### src/rtl/cla_carry_seq.sv
// Multi-cycle carry-lookahead stage: resolves GROUP carries per clock from latched p/g/cin.
// Latency: out_valid rises WIDTH/GROUP clock edges after the accept edge.
// Backpressure: results hold in DONE until out_ready; a new operand may be accepted on the release edge.
module cla_carry_seq #(
    parameter int WIDTH = 16,
    parameter int GROUP = 4
) (
    input  logic             clk,
    input  logic             rst_n,
    input  logic             in_valid,
    output logic             in_ready,
    input  logic [WIDTH-1:0] p_in,
    input  logic [WIDTH-1:0] g_in,
    input  logic             cin,
    output logic             out_valid,
    input  logic             out_ready,
    output logic [WIDTH-1:0] carry,
    output logic             cout,
    output logic             all_p,
    output logic             pg_conflict
);

    localparam int NGRP = WIDTH / GROUP;
    localparam int IW   = (NGRP > 1) ? $clog2(NGRP) : 1;

    localparam logic [1:0] S_IDLE = 2'd0;
    localparam logic [1:0] S_RUN  = 2'd1;
    localparam logic [1:0] S_DONE = 2'd2;

    // A partial last group would leave carries unresolved, so refuse to build.
    generate
        if ((WIDTH % GROUP) != 0) begin : g_cfg_err
            $error("cla_carry_seq: WIDTH (%0d) must be a multiple of GROUP (%0d)", WIDTH, GROUP);
        end
    endgenerate

    logic [1:0]       state;
    logic [WIDTH-1:0] p_q;
    logic [WIDTH-1:0] g_q;
    logic [IW-1:0]    idx;
    logic             c_q;

    logic             accept;
    logic             last_grp;
    int               base;
    logic [WIDTH-1:0] p_sh;
    logic [WIDTH-1:0] g_sh;
    logic [GROUP-1:0] gp;
    logic [GROUP-1:0] gg;
    logic [GROUP:0]   cg_vec;
    logic             acc;
    logic             prod;
    logic [WIDTH-1:0] ins;
    logic [WIDTH-1:0] msk;
    logic [WIDTH-1:0] carry_nxt;

    assign in_ready  = (state == S_IDLE) || ((state == S_DONE) && out_ready);
    assign out_valid = (state == S_DONE);
    assign accept    = in_valid && in_ready;
    assign last_grp  = (idx == IW'(NGRP - 1));

    // Flat lookahead over the current group: each carry is a sum of products of p/g and the held carry.
    always_comb begin
        base   = int'(idx) * GROUP;
        p_sh   = p_q >> base;
        g_sh   = g_q >> base;
        gp     = p_sh[GROUP-1:0];
        gg     = g_sh[GROUP-1:0];
        cg_vec = '0;
        acc    = 1'b0;
        prod   = 1'b0;
        for (int k = 0; k < GROUP; k++) begin
            acc  = gg[k];
            prod = gp[k];
            for (int m = k - 1; m >= 0; m--) begin
                acc  = acc | (prod & gg[m]);
                prod = prod & gp[m];
            end
            acc          = acc | (prod & c_q);
            cg_vec[k+1]  = acc;
        end
    end

    // Merge the group's carries into bits base+1 .. base+GROUP; the top one falls off on the last group.
    always_comb begin
        ins       = WIDTH'(cg_vec) << base;
        msk       = WIDTH'({{GROUP{1'b1}}, 1'b0}) << base;
        carry_nxt = (carry & ~msk) | ins;
    end

    // Control FSM and result registers; reset discards any in-flight operand.
    always_ff @(posedge clk or negedge rst_n) begin
        if (!rst_n) begin
            state       <= S_IDLE;
            p_q         <= '0;
            g_q         <= '0;
            idx         <= '0;
            c_q         <= 1'b0;
            carry       <= '0;
            cout        <= 1'b0;
            all_p       <= 1'b0;
            pg_conflict <= 1'b0;
        end else if (accept) begin
            state       <= S_RUN;
            p_q         <= p_in;
            g_q         <= g_in;
            idx         <= '0;
            c_q         <= cin;
            carry       <= {{(WIDTH-1){1'b0}}, cin};
            cout        <= 1'b0;
            all_p       <= &p_in;
            pg_conflict <= |(p_in & g_in);
        end else begin
            case (state)
                S_RUN: begin
                    carry <= carry_nxt;
                    c_q   <= cg_vec[GROUP];
                    if (last_grp) begin
                        cout  <= cg_vec[GROUP];
                        idx   <= '0;
                        state <= S_DONE;
                    end else begin
                        idx <= idx + 1'b1;
                    end
                end
                S_DONE: begin
                    if (out_ready) begin
                        state <= S_IDLE;
                    end
                end
                default: begin
                    state <= state;
                end
            endcase
        end
    end

endmodule

### config.mk
export PLATFORM = sky130hd
export DESIGN_NAME = cla_carry_seq
export DESIGN_NICKNAME = d
export VERILOG_FILES = /design/src/rtl/cla_carry_seq.sv
export SDC_FILE = /design/constraint.sdc
export NUM_CORES = 1
export LEC_CHECK = 0
export ABC_AREA = 1
export CORE_MARGIN = 4
export CORE_UTILIZATION = 50
export CTS_CLUSTER_DIAMETER = 200
export DETAILED_ROUTE_END_ITERATION = 16
export HOLD_SLACK_MARGIN = 0.06
export PLACE_DENSITY = 0.78
export SLEW_MARGIN = 20
export SYNTH_ARGS = -nofsm -noshare
export SYNTH_HDL_FRONTEND = slang
export SYNTH_SLANG_ARGS = --single-unit
### constraint.sdc
create_clock -name clk -period 4 [get_ports clk]
set_input_delay 0.8 -clock clk [delete_from_list [all_inputs] [get_ports clk]]
set_output_delay 0.8 -clock clk [all_outputs]
set_load 0.05 [all_outputs]
Word level (Yosys, flattened, before mapping)
Cells that the tools add are included.
Widths: inputs -> output; s select.

storage, ports and cells
  register bits = 56
  output and inout bits = 21
  word-level logic and storage cells = 74

cells by class
  add/sub/neg operators = 1
  equal/unequal tests = 5
  shifts and indexed selects = 4
  mux-type cells = 14
  bitwise gates (word level) = 30
  reductions and logical operators = 11

operators by type and width
  kind                  number
  $and 16x16->16        2
  $mux 16               2
  $shr 16x4->4          2
  $and 1x1->1           16
  $not 16->16           1
  $or 16x16->16         1
  $reduce_and 16->1     1
  $reduce_or 16->1      1
  $shl 5x4->16          1
  $shl 5x4->16 const A  1
  $mux 2                6
  $or 1x1->1            10
  $mux 1                5
  $eq 2x2->1 const B    2
  $pmux 2 s2            1
  $reduce_bool 2->1     2
  $ne 3x1->1 const B    1
  $ne 3x3->1 const B    1
  $reduce_and 3->1      1
  $reduce_bool 3->1     1
  $add 2x1->2 const B   1
  $eq 2x1->1 const B    1
  $logic_and 1x1->1     2
  $logic_not 2->1       1
  other kinds (2)       2

Longest topological paths before layout
Gate-level depths: netlist of the first run.

  word-level depth = 10
  mapped depth = 12
  depth with buffers taken out = 11

Worst setup path before layout of the first run
Ideal clock, no wire load.

  path kind = input to register
  start point = input out_ready
  end point = register cout
  data arrival time = 1,764 ps
  data required time = 3,887 ps
  path slack = 2,123 ps
  stages on the path = 9
  cells stage by stage = o21ai_2 -> inv_2 -> nand2_4 -> nand2_2 -> inv_2 -> nor2_1 -> or2_2 -> nand2_1 -> inv_1

between the ends
  cells in the longest elaborated chain, start to end = 5
  elaborated cells on any way between the ends = 7
  those cells by class = mux: 1; reduce/logical: 6

RTL lines
  element                             line  text
  from (decl)                         16    input logic out_ready,
  $logic_and 1x1->1 *                 57    assign in_ready = (state == S_IDLE) || ((state == S_DONE) && out_ready);
  $logic_or 1x1->1 *                  57
  net in_ready                        11    output logic in_ready,
  $logic_and 1x1->1 *                 59    assign accept = in_valid && in_ready;
  $reduce_bool 2->1 (no source line)  n/a
  $reduce_and 2->1 (no source line)   n/a
  to (signal assigned)                119   cout <= cg_vec[GROUP];
  to (decl)                           18    output logic cout,

Mark *: on every way through the listed nets, which the timed path passes. The rest lies on a longest branch.
A chain may end at the register's enable or synchronous reset.

Worst setup path after layout of the first run
  start point = input out_ready
  end point = output in_ready

between the ends
  cells in the longest elaborated chain, start to end = 2

RTL lines
  element            line
  $logic_and 1x1->1  57
  $logic_or 1x1->1   57
  to (decl)          11

No other way between the ends.

==> results of run 1 <==
==> cell type report <==
| class | instances | area, sq um |
|---|---|---|
| Fill cell | 489 | 1770 |
| Clock buffer | 8 | 90.1 |
| Timing Repair Buffer | 59 | 581 |
| Inverter | 41 | 154 |
| Tap cell | 70 | 87.6 |
| Multi-Input combinational cell | 252 | 1180 |
| Sequential cell | 56 | 1400 |
==> per-stage QoR <==
| stage | std cells | area (sq um) |
|---|---|---|
| floorplan | 362 | 2800 |
| global placement | 478 | 3410 |
| detailed placement | 478 | 3410 |
| CTS | 486 | 3500 |
| global route | 486 | 3500 |
| finish | 486 | 3500 |
==> logic make-up after synthesis <==
family                   Yosys count
flip-flops                        56
AO/OA/AOI/OAI                     54
buffers and inverters             54
adder cells (fa/ha/maj)            4
AND/OR/NAND/NOR                  194
==> critical path, stage by stage <==
cell	delay, ps
clkdlybuf4s50_1	470
o21ai_2	60
inv_2	80
clkdlybuf4s50_1	810
==> cells in the final DEF (no fill, tap or decap), types with 5 or more instances in the layout <==
cell	synthesis	routed
a21boi_0	5	5
nor2_1	17	17
inv_1	35	35
nand3_1	23	23
nand2_1	140	140
inv_2	5	5
o21ai_0	27	27
dfrtp_1	56	56
clkbuf_8	0	6
clkdlybuf4s50_1	0	56
==> how the worst max path moves through the flow <==
| stage | startpoint | end | slack (ps) | depth (start not counted) |
|---|---|---|---|---|
| 6_report | out_ready | in_ready | 980 | 4 |
| 5_1_grt | out_ready | in_ready | 930 | 4 |
| 4_1_cts | out_ready | in_ready | 970 | 4 |
| 3_5_place_dp | out_ready | in_ready | 970 | 4 |
| 3_3_place_gp | out_ready | in_ready | 980 | 4 |
| 2_1_floorplan | out_ready | cout | 2120 | 9 |
==> where the power goes <==
part / switching, uW / leakage (uW) / internal (uW) / total [uW]
clock: 172 / 0.0000455 / 142 / 314
sequential: 0 / 0.000673 / 566 / 566
combinational: 29.0 / 0.000988 / 35.9 / 64.9
==> sequential cells by signal, summed over array words and instances, names as in the netlist <==
signal / flops
all_p: 1
c_q: 1
carry: 16
cout: 1
g_q: 16
idx: 2
p_q: 16
pg_conflict: 1
state: 2
==> per-layer routing <==
metal | share of wire, % | up-vias | GRT usage, %
li1 | - | 1255 | -
met1 | 42 | 1125 | 24.3
met2 | 50 | 87 | 34.1
met3 | 5.8 | 13 | 3.47
met4 | 1.7 | 0 | 5.50
met5 | 0 | - | 0
==> reports/qor.yml, run 1 <==
clock_network:
  hold_buffers: 0
  cts_tree: "built"
  cts-htree-levels: 2
  cts.repair_timing.setup_buffer_count: 0
  post_cts_resized: 0
  insertion_delay_ps: 300
  clock-sinks: 56
  root_buffer: "clkbuf_8"
  clock_path_buffers: 2
  cts-buffers-inserted: 5
  clkTransAtPathRegs_ps: 90
drt:
  dr.pass1.iters: 4
  drt_iter0_markers: 95
  postRouteAntennaNets: 0
  via_count: 2480
  viasPerCell: 5.10
  wl_mm: 6.53
  wire_per_inst_microns: 13.4
  drcViolationCount: 0
cells_and_area:
  layout.nets: 456
  drive_above_1_share_pct: 5.29
  final_core_util_pct: 66.3
  syn_to_final_growth_pct: 24.7
  n_antenna_cell: 0
yosys:
  synth_top_family_by_area: "simple AND/OR/NAND/NOR gates"
  yosysTopAreaCell: "dfrtp_1"
  syn-cell-area_sq_mm: 0.00280
  synthMuxAreaShare_pct: 0
  synthSimpleGateAreaFrac_pct: 28.5
  ys_async_sr_fraction_pct: 100
  synth_edf_count: 0
  synth_commonest_cells: "140 x nand2_1, 56 x dfrtp_1, 35 x inv_1"
  synth_flop_cell: "dfrtp_1"
  ys_warn_count: 0
  synthCells: 362
  synth-xor-area-share_pct: 0
  yosysMostFrequentCell: "nand2_1"
  synth_area_leaders: "dfrtp_1 50%, nand2_1 19%, o21ai_0 4.8%"
  syn_avg_cell_area_sq_um: 7.74
  synth-compound-area-share_pct: 11.9
  ys_types: 33
  ys_seq_area_share_pct: 50.0
  netlist.area_leader.share_pct: 50.0
  synthAdderAreaFrac_pct: 1.79
  ys_seq_elements: 56
  synthesis.nets: 403
global_route:
  grt_antenna_before_repair: 0
  grt_pass1_vias: 2436
  grt_max_degree: 38
  overflow: 0
  grt_first_pass_wirelength_mm: 11.0
  grt.total_usage_pct: 19.4
power_and_ir_drop:
  p_per_area_mw_per_mm2: 270
  finalPower_uw: 944
  vdd_drop_max_uv: 172
  p_leak_uw: 0.00171
setup_path:
  critPathMaxFanout: 3
  reg2reg_depth: 11
  path_class: "in -> out"
  timing.rr.start: "idx[0]"
  crit_path_end_kind: "primary output"
  crit_required_ps: 3200
  arrival_ps: 2220
  critPathLaunchType: "input pin"
  r2r_end: "cout"
  rrSetupSlack_ps: 1690
flow_run:
  maxCapViolations: 0
floorplan:
  die_area_sq_mm: 0.00687
  rows: 26
  die_h_microns: 82.9
  initial_core_util_pct: 53.2
  die_w_microns: 82.9
  io_pins: 58
  core_sq_mm: 0.00527
place:
  dp_hpwl_mm: 4.87
  preCtsSetupSlack_ps: 971
  place.gp.congestion: 0.812
  port_buffers: 57
sta:
  layout_min_cycle_time_ps: 3020
  finalMaxSlewViolations: 0
  tightest_slew_ps: 843
  whs_ps: 471
  setup_ws_ps: 975
  skew_ps: 5.03
  period_share_pct: 75.6
  timing.fmax_ghz: 0.331
  setup-violations-final: 0
  fin_setup_tns_ps: 0
  rsz0062_at_grt: "no"
  slew_headroom_pct: 43.8
  hold_viol: 0
hold_path:
  holdCritPathClass: "in -> async"
outcome:
  status: "completed"
(Power assumes the default switching activity.)
==> inputs of run 2 (changes only) <==
==> constraint.sdc (replaced) <==
create_clock -name clk -period 2.9 [get_ports clk]
set_input_delay 0.58 -clock clk [delete_from_list [all_inputs] [get_ports clk]]
set_output_delay 0.58 -clock clk [all_outputs]
set_load 0.05 [all_outputs]
==> run 2 against run 1 <==
Via count grew 1.7%. Power up 39%. Clock-buffer cell count fell by 2. Die area stayed put. Clock skew rose by 2.2 ps. Sequential share of layout area fell by 0.48 points. Final cell count increased by 0.82%. Global-route usage decreased by 0.17 points.
==> reports/qor.yml, run 2 (synthesis results as in run 1) <==
outcome:
  status: "completed"
sta:
  hold_viol: 0  # unchanged
  setup-violations-final: 0  # unchanged
  rsz0062_at_grt: "no"
  timing.fmax_ghz: 0.452
  whs_ps: 268  # -203 ps
  tightest_slew_ps: 602  # -241 ps
  slew_headroom_pct: 59.9  # +16 points
  finalMaxSlewViolations: 0  # unchanged
  skew_ps: 7.27  # +2.24 ps
  period_share_pct: 76.2
  layout_min_cycle_time_ps: 2210
  fin_setup_tns_ps: 0  # unchanged
global_route:
  overflow: 0  # unchanged
  grt_pass1_vias: 2404  # -1.3%
  grt_max_degree: 38  # unchanged
  grt_first_pass_wirelength_mm: 11.1  # +0.56%
  grt.total_usage_pct: 19.2  # -0.17 points
  grt_antenna_before_repair: 0  # unchanged
setup_path:
  crit_path_end_kind: "primary output"
  cp_slowest_cell: "clkdlybuf4s50_1"
  slowest_delay_ps: 810  # about the same
  critPathLaunchType: "flip-flop"
  crit_chain: "inv_1 -> nor2_1 -> clkdlybuf4s50_1"
  arrival_ps: 1630  # -590 ps
  crit_required_ps: 2320  # -880 ps
  critPathMaxFanout: 3  # unchanged
  path_class: "reg -> out"
clock_network:
  cts-buffers-inserted: 5  # unchanged
  cts_tree: "built"
  clock-sinks: 56  # unchanged
  hold_buffers: 0  # unchanged
  clkTransAtPathRegs_ps: 90  # about the same
  clock_path_buffers: 2  # unchanged
  insertion_delay_ps: 310  # about the same
  root_buffer: "clkbuf_8"
  cts-htree-levels: 2  # unchanged
  cts.repair_timing.setup_buffer_count: 0  # unchanged
  post_cts_resized: 0  # unchanged
cells_and_area:
  nFillCells: 487  # -0.41%
  layout.nets: 460  # +0.88%
  drive_above_1_share_pct: 6.90  # +1.6 points
  biggestRegsByFlops: "carry: 16 flops, g_q: 16 flops, p_q: 16 flops"
  syn_to_final_growth_pct: 26.2
  n_antenna_cell: 0  # unchanged
  layout_common_cells: "140 x nand2_1, 56 x dfrtp_1, 55 x clkdlybuf4s50_1"
  multi_input_area_sq_mm: 0.00118  # unchanged
  seq_area_sq_mm: 0.00140  # unchanged
  layout_commonest_cell: "nand2_1"
floorplan:
  die_area_sq_mm: 0.00687  # unchanged
  core_sq_mm: 0.00527  # unchanged
  io_pins: 58  # unchanged
  die_w_microns: 82.9  # unchanged
  initial_core_util_pct: 53.2  # unchanged
  rows: 26  # unchanged
  die_h_microns: 82.9  # unchanged
drt:
  postRouteAntennaNets: 0  # unchanged
  via_count: 2523  # +1.7%
  wl_mm: 6.50  # -0.48%
  drt_iter0_markers: 172  # +81%
  dr.pass1.iters: 5  # +1
  wire_per_inst_microns: 13.3  # -1.3%
  viasPerCell: 5.15  # +0.90%
  drcViolationCount: 0  # unchanged
power_and_ir_drop:
  p_leak_uw: 0.00174  # +1.9%
  finalPower_uw: 1310  # +39%
  vdd_drop_max_uv: 232  # +35%
  p_per_area_mw_per_mm2: 371  # +37%
place:
  port_buffers: 57  # unchanged
  dp_hpwl_mm: 4.98  # +2.3%
  place.gp.congestion: 0.857  # +5.6%
flow_run:
  maxCapViolations: 0  # unchanged
hold_path:
  holdCritPathClass: "in -> async"
-- run 2: metal layers --
layer,GRT usage (%),vias up,part of all wire (%)
met5,0,-,0
met3,3.56,5,5.4
met4,3.27,0,0.79
met2,34.3,82,50
li1,-,1266,-
met1,24.5,1170,44
-- run 2: final timing paths --
| check | start | endpoint | slack (ps) | cells after the start |
|---|---|---|---|---|
| max | state[1] | out_valid | 690 | 3 |
| min | rst_n | carry[15] | 270 | 1 |
| max reg2reg | idx[1] | cout | 1090 | 10 |
| min reg2reg | all_p | all_p | 490 | 2 |
| max in group asynchronous | rst_n | g_q[12] | 2070 | 2 |
| min in group clk | all_p | all_p | 490 | 2 |
-- run 2: report_power, final --
part	switching, uW	internal, uW	leakage [uW]
Clock	248	191	0.0000510
Combinational	40.2	51.4	0.00102
Sequential	0	780	0.000673
Total	288	1020	0.00174
-- run 2: cell type report --
type                            count  share of cell area (%)
Clock buffer                        6                    2.33
Clock inverter                      2                   0.283
Inverter                           41                    4.35
Multi-Input combinational cell    252                    33.4
Sequential cell                    56                    39.6
Tap cell                           70                    2.48
Timing Repair Buffer               63                    17.5
-- run 2: metrics by stage --
step	cell area [sq um]	cells	utilization [%]	setup slack [ps]
after floorplan	2800	362	-	1240
after global placement	3450	482	65.4	634
after detailed placement	3450	482	65.4	585
after CTS	3540	490	67.1	672
after global routing	3540	490	67.1	589
final	3540	490	67.1	689
-- run 2: worst max-delay path, delay by kind of cell (launching register included) --
family                 cells  cell delay, ps
and+or+nand+nor            1              80
DFF                        1             360
buffers and inverters      2             880
